## src/rtl/wb_stage_pkg.sv

```systemverilog
// -----------------------------------------------------------------------------
// wb_stage_pkg
// Shared constants and types for the write-back stage slice.
//   WB_DEFAULT_WIDTH / WB_DEFAULT_NUM : default data width and register count
//   idx_w()                           : register index width for a given count
//   WB_DEFAULT_IDX_W                  : index width for the default count
//   wb_src_e                          : which source owns the write port
// -----------------------------------------------------------------------------
package wb_stage_pkg;

  localparam int WB_DEFAULT_WIDTH = 32;
  localparam int WB_DEFAULT_NUM   = 32;

  // A single-register file still needs a one-bit index.
  function automatic int idx_w(input int num);
    return (num > 1) ? $clog2(num) : 1;
  endfunction

  localparam int WB_DEFAULT_IDX_W = idx_w(WB_DEFAULT_NUM);

  typedef enum logic [1:0] {
    SRC_NONE = 2'd0,
    SRC_ALU  = 2'd1,
    SRC_LOAD = 2'd2
  } wb_src_e;

endpackage

```

## src/rtl/wb_scoreboard.sv

```systemverilog
// -----------------------------------------------------------------------------
// wb_scoreboard
// One pending bit per architectural register, tracking loads that have been
// issued but whose data has not yet come back. Register 0 is hardwired clear.
//   clock, reset_n     : clock and synchronous active-low reset
//   set_en, set_idx    : mark a register pending (load issued)
//   clr_en, clr_idx    : clear a register's pending bit (load returned)
//   q1/q2/q3_idx       : query indices
//   q1/q2/q3_pend      : pending state of the queried registers
// When set and clear hit the same register in one cycle the set wins: the
// returning load belongs to the older issue, the new issue is still owed.
// -----------------------------------------------------------------------------
module wb_scoreboard
  import wb_stage_pkg::*;
#(
  parameter int NUM = WB_DEFAULT_NUM,
  localparam int IW = idx_w(NUM)
) (
  input  logic          clock,
  input  logic          reset_n,
  input  logic          set_en,
  input  logic [IW-1:0] set_idx,
  input  logic          clr_en,
  input  logic [IW-1:0] clr_idx,
  input  logic [IW-1:0] q1_idx,
  input  logic [IW-1:0] q2_idx,
  input  logic [IW-1:0] q3_idx,
  output logic          q1_pend,
  output logic          q2_pend,
  output logic          q3_pend
);

  logic [NUM-1:0] pend_reg;

  genvar gi;
  generate
    for (gi = 0; gi < NUM; gi++) begin : g_pend
      if (gi == 0) begin : g_zero
        assign pend_reg[gi] = 1'b0;
      end else begin : g_bit
        always_ff @(posedge clock) begin
          if (!reset_n) begin
            pend_reg[gi] <= 1'b0;
          end else if (set_en && (set_idx == IW'(gi))) begin
            pend_reg[gi] <= 1'b1;
          end else if (clr_en && (clr_idx == IW'(gi))) begin
            pend_reg[gi] <= 1'b0;
          end
        end
      end
    end
  endgenerate

  assign q1_pend = pend_reg[q1_idx];
  assign q2_pend = pend_reg[q2_idx];
  assign q3_pend = pend_reg[q3_idx];

endmodule

```

## src/rtl/wb_stage.sv

```systemverilog
// -----------------------------------------------------------------------------
// wb_stage
// Write-back arbiter between a non-stallable ALU result and a load-return
// handshake, with a load scoreboard that generates decode stalls.
//   clock, reset_n                 : clock, synchronous active-low reset
//   alu_valid, alu_rd, alu_data    : single-cycle ALU result (highest priority)
//   ld_issue, ld_issue_rd          : a load was issued to ld_issue_rd
//   ld_valid, ld_rd, ld_data       : load return, accepted when ld_ready=1
//   ld_ready                       : load return may transfer this cycle
//   rs1, rs2                       : source indices of the decoding instruction
//   stall                          : decode must hold
//   address_w, data_w              : registered regfile write (address 0 = none)
//   byp1/2_hit, byp1/2_data        : forwarding of the in-flight write
// Build option: define WB_BYPASS_EN to forward the in-flight write to rs1/rs2.
// Without it the forwarding outputs are tied to zero and a source that
// matches the in-flight write stalls decode for that cycle instead.
// -----------------------------------------------------------------------------
module wb_stage
  import wb_stage_pkg::*;
#(
  parameter int WIDTH = WB_DEFAULT_WIDTH,
  parameter int NUM   = WB_DEFAULT_NUM,
  localparam int IW   = idx_w(NUM)
) (
  input  logic             clock,
  input  logic             reset_n,
  input  logic             alu_valid,
  input  logic [IW-1:0]    alu_rd,
  input  logic [WIDTH-1:0] alu_data,
  input  logic             ld_issue,
  input  logic [IW-1:0]    ld_issue_rd,
  input  logic             ld_valid,
  input  logic [IW-1:0]    ld_rd,
  input  logic [WIDTH-1:0] ld_data,
  output logic             ld_ready,
  input  logic [IW-1:0]    rs1,
  input  logic [IW-1:0]    rs2,
  output logic             stall,
  output logic [IW-1:0]    address_w,
  output logic [WIDTH-1:0] data_w,
  output logic             byp1_hit,
  output logic             byp2_hit,
  output logic [WIDTH-1:0] byp1_data,
  output logic [WIDTH-1:0] byp2_data
);

  logic             alu_sel;
  logic             ld_xfer;
  wb_src_e          src_next;
  logic [IW-1:0]    addr_w_reg;
  logic [IW-1:0]    addr_w_next;
  logic [WIDTH-1:0] data_w_reg;
  logic [WIDTH-1:0] data_w_next;
  logic             rs1_pend;
  logic             rs2_pend;
  logic             issue_pend;
  logic             raw1_inflight;
  logic             raw2_inflight;

  // An ALU write to x0 is a no-op, so it does not take the port from a load.
  assign alu_sel  = alu_valid && (alu_rd != '0);
  assign ld_ready = !alu_sel;
  assign ld_xfer  = ld_valid && ld_ready;

  always_comb begin
    src_next = SRC_NONE;
    if (alu_sel) begin
      src_next = SRC_ALU;
    end else if (ld_xfer && (ld_rd != '0)) begin
      src_next = SRC_LOAD;
    end
  end

  // Data holds its last value whenever nothing is written.
  always_comb begin
    addr_w_next = '0;
    data_w_next = data_w_reg;
    case (src_next)
      SRC_ALU: begin
        addr_w_next = alu_rd;
        data_w_next = alu_data;
      end
      SRC_LOAD: begin
        addr_w_next = ld_rd;
        data_w_next = ld_data;
      end
      default: begin
        addr_w_next = '0;
        data_w_next = data_w_reg;
      end
    endcase
  end

  always_ff @(posedge clock) begin
    if (!reset_n) begin
      addr_w_reg <= '0;
      data_w_reg <= '0;
    end else begin
      addr_w_reg <= addr_w_next;
      data_w_reg <= data_w_next;
    end
  end

  assign address_w = addr_w_reg;
  assign data_w    = data_w_reg;

  wb_scoreboard #(
    .NUM (NUM)
  ) u_scoreboard (
    .clock   (clock),
    .reset_n (reset_n),
    .set_en  (ld_issue && (ld_issue_rd != '0)),
    .set_idx (ld_issue_rd),
    .clr_en  (ld_xfer && (ld_rd != '0)),
    .clr_idx (ld_rd),
    .q1_idx  (rs1),
    .q2_idx  (rs2),
    .q3_idx  (ld_issue_rd),
    .q1_pend (rs1_pend),
    .q2_pend (rs2_pend),
    .q3_pend (issue_pend)
  );

  assign raw1_inflight = (addr_w_reg != '0) && (addr_w_reg == rs1);
  assign raw2_inflight = (addr_w_reg != '0) && (addr_w_reg == rs2);

`ifdef WB_BYPASS_EN
  assign byp1_hit  = raw1_inflight;
  assign byp2_hit  = raw2_inflight;
  assign byp1_data = data_w_reg;
  assign byp2_data = data_w_reg;
  // Scoreboard bit 0 is hardwired clear, so x0 never stalls.
  assign stall = rs1_pend || rs2_pend || (ld_issue && issue_pend);
`else
  assign byp1_hit  = 1'b0;
  assign byp2_hit  = 1'b0;
  assign byp1_data = '0;
  assign byp2_data = '0;
  assign stall = rs1_pend || rs2_pend || (ld_issue && issue_pend)
              || raw1_inflight || raw2_inflight;
`endif

endmodule
```

## config.mk

```make
export PLATFORM = sky130hd
export DESIGN_NAME = wb_stage
export DESIGN_NICKNAME = d
export VERILOG_FILES = /design/src/rtl/wb_stage_pkg.sv /design/src/rtl/wb_scoreboard.sv /design/src/rtl/wb_stage.sv
export SDC_FILE = /design/constraint.sdc
export NUM_CORES = 1
export LEC_CHECK = 0
export ABC_AREA = 1
export CORE_UTILIZATION = 30
export DETAILED_ROUTE_END_ITERATION = 8
export PLACE_DENSITY = 0.59
export SLEW_MARGIN = 20
export SYNTH_ARGS = -nofsm -noshare
export SYNTH_HDL_FRONTEND = slang
export SYNTH_SLANG_ARGS = --single-unit
export TNS_END_PERCENT = 5
```

## constraint.sdc

```tcl
create_clock -name clock -period 2 [get_ports clock]
set_input_delay 0.2 -clock clock [delete_from_list [all_inputs] [get_ports clock]]
set_output_delay 0.2 -clock clock [all_outputs]
set_load 0.01 [all_outputs]
```

==> metrics.cfg <==
[worst_hold_path]
hold_start = ld_data[6]
whs_path_depth = 3
hp-class = in -> reg
min_to = data_w[6]$_SDFFE_PN0P_

[cells_and_area]
area_growth_pct = 41.2
seqCellArea_sq_um = 1360
finalNonFillerCells = 1138
drive_gt1_frac = 0.112
final_common_cell = nand2_1
num_antenna_cells = 0
largest_reg_flops = 32
fill_cells = 1651
multi_input_area_sq_um = 2690
final_cell_mix = nand2_1, clkdlybuf4s50_1, nand3_1, dfxtp_1, conb_1
finalNetCount = 1039

[status]
status = completed

[worst_setup_path]
cp_common_cell = nand2_1
start_kind = input pin
cp.arrival_ps = 1680
r2r-end = u_scoreboard.pend_reg[1]$_SDFFE_PN0P_
crit_family = buffers and inverters
r2r_slack_ps = 1180
cp_slowest_cell = clkdlybuf4s50_1
reg2reg_depth = 2
critical_path_buf_inv_count = 4
setup.worst_path.class = in -> out
crit_path_end_kind = primary output
max_stage_delay_ps = 520
rr_startpoint = u_scoreboard.pend_reg[1]$_SDFFE_PN0P_
cp_max_fo = 3
path_cells = clkdlybuf4s50_1 > buf_4 > inv_1 > nor2_2 > nand2_1 > nand2_1 > nor2_1 > nor2_1 > a21oi_2 > nand2_1 > clkbuf_2
cp_data_required_time_ps = 1800

[power_and_ir_drop]
vdd_drop_max_uv = 410
power_leakage_nw = 2.86
pwr_density_cell_nw_per_um2 = 604

[timing]
holdWs_ps = 443
rsz0062_at_grt = false
min_period_ps = 1880
fin_skew_ps = 0
period_share = 0.940
slew_viol_final = 0
fmax_ghz = 0.532
report.final.hold_viol_count = 0
setup_viol_count_final = 0
worstMarginPinSlew_ps = 571
slew_headroom = 0.617

[global_routing]
first_global_vias = 5003
globalRouteMet2Util = 0.326
met1_usage = 0.253
grt_pass1_wl_um = 25100
use_met3 = 0.0523
antenna_found_initial = 0
grt.busiest_layer = met2
overflow = 0
gr-usage-all-layers = 0.198
grt_start_max_net_pins = 52

[floorplanning]
die_area_sq_um = 16100
num_rows = 45
fp.dieW_um = 127
fp.dieH_um = 127
start_util = 0.308
ioPinCount = 199
core_sq_um = 15200

[clock_network]
cts.sinks = 68
ctsHoldBuffers = 0
cts_max_level = 3
cts.clk_slew.worst_paths_ps = 60
cts-root-buf = clkbuf_16
cts_tree = yes
cts_buffers = 9
clk_path_buf_depth = 2
insertion_delay_ps = 330

[yosys]
post_synth_inst_count = 781
syn_area_per_cell_sq_um = 6.00
ys_seq_area_frac = 0.290
ys_ff_latch = 68
yosysWarnings = 0
synth_area_sq_um = 4690
synth.distinct_cells = 28

[drt]
drc = 0
vias_per_cell = 4.71
wl_per_cell_um = 13.8
drt_first_iter_violations = 327
ant_nets = 0
drtPass1Iterations = 5
detailroute.via_count = 5357
wirelength_um = 15700

[placement]
place_inst = 1121
gp_congestion = 0.952
io_buffers = 132
hpwlAfterDp_um = 12000

[job]
maxCapViolCount = 0

-- worst max path at each step --
stage                                           startpoint  slack, ps     to  cells past startpoint
floorplan                                           rs2[0]        590  stall                     12
global placement                            ld_issue_rd[0]       -440  stall                     12
detailed placement                          ld_issue_rd[0]       -430  stall                     12
CTS                 u_scoreboard.pend_reg[31]$_SDFFE_PN0P_          1  stall                      9
global route                       address_w[1]$_SDFF_PN0_         40  stall                      9
finish                                      ld_issue_rd[2]        120  stall                     11
-- area by class of cell --
| type | instances | area share |
|---|---|---|
| clock inverter | 6 | 0.00964 |
| multi-input combinational | 614 | 0.407 |
| timing repair buffer | 189 | 0.269 |
| clock buffer | 10 | 0.0361 |
| tap | 188 | 0.0355 |
| inverter | 62 | 0.0361 |
| timing repair inverter | 1 | 0.00113 |
| sequential | 68 | 0.206 |
-- cells by family (layout without fill, tap and decap cells) --
kind of cell | after synthesis | in the layout | synth area share
compound gates | 92 | 92 | 0.107
flops | 68 | 68 | 0.290
other cells | 1 | 66 | 0.000800
simple gates | 447 | 447 | 0.393
xor+xnor | 9 | 9 | 0.0168
buf+inv | 164 | 268 | 0.192
-- synth_stat cells --
master | instances | share of area
nand2_1 | 310 | 0.25
nor2_8 | 1 | 0.0043
inv_4 | 1 | 0.0013
buf_2 | 8 | 0.0085
buf_4 | 73 | 0.12
inv_2 | 8 | 0.0064
nor2_4 | 1 | 0.0024
xor2_1 | 7 | 0.013
xnor2_1 | 2 | 0.0037
nand3_1 | 77 | 0.082
inv_1 | 52 | 0.042
nor3_1 | 1 | 0.0011
o21ai_1 | 1 | 0.0011
a21oi_1 | 42 | 0.045
nor2_2 | 3 | 0.0040
or2_2 | 1 | 0.0013
nor3_2 | 1 | 0.0021
nand2_2 | 2 | 0.0027
a31oi_1 | 32 | 0.043
conb_1 | 1 | 0.00080
nor2_1 | 47 | 0.038
clkinv_1 | 1 | 0.00080
nand3b_1 | 1 | 0.0016
clkbuf_1 | 21 | 0.017
dfxtp_1 | 68 | 0.29
o21ai_0 | 17 | 0.018
nand4_1 | 1 | 0.0013
nand3_4 | 1 | 0.0037
-- stage by stage --
step                utilization  TNS [ps]  area, sq um  power (mW)  worst slack (ps)
floorplan                     -         0         4930        2.01               592
global placement          0.413      -850         6270        2.41              -436
detailed placement        0.413     -1100         6270        2.41              -434
CTS                       0.435         0         6610        4.03              1.47
global route              0.435         0         6620        4.18              37.1
finish                    0.435         0         6620        3.99               121
-- metal layers --
layer  routed length (um)  vias to the layer above
li1                     -                     2668
met1                 6680                     2402
met2                 7280                      265
met3                 1450                       22
met4                  273                        0
met5                    0                        -
-- tightest hold or removal path, delay by kind of cell --
family	cells	cell delay, ps
AOI/OAI and AO/OA	1	70
and+or+nand+nor	1	60
buffers and inverters	1	390
-- report_power, final --
part           internal [mW]  switching (mW)
registers               1.42          0.0418
logic                  0.446           0.481
clock network          0.996           0.613
total                   2.86            1.14
-- repair_timing --
action / 4_1_cts / 5_1_grt
endpoints found under the setup margin: 1 / 1
buffers inserted: 0 / 0
cloned: 1 / 0
gates resized for setup: 22 / 6
Note: power is estimated with default switching activity, not from simulation.
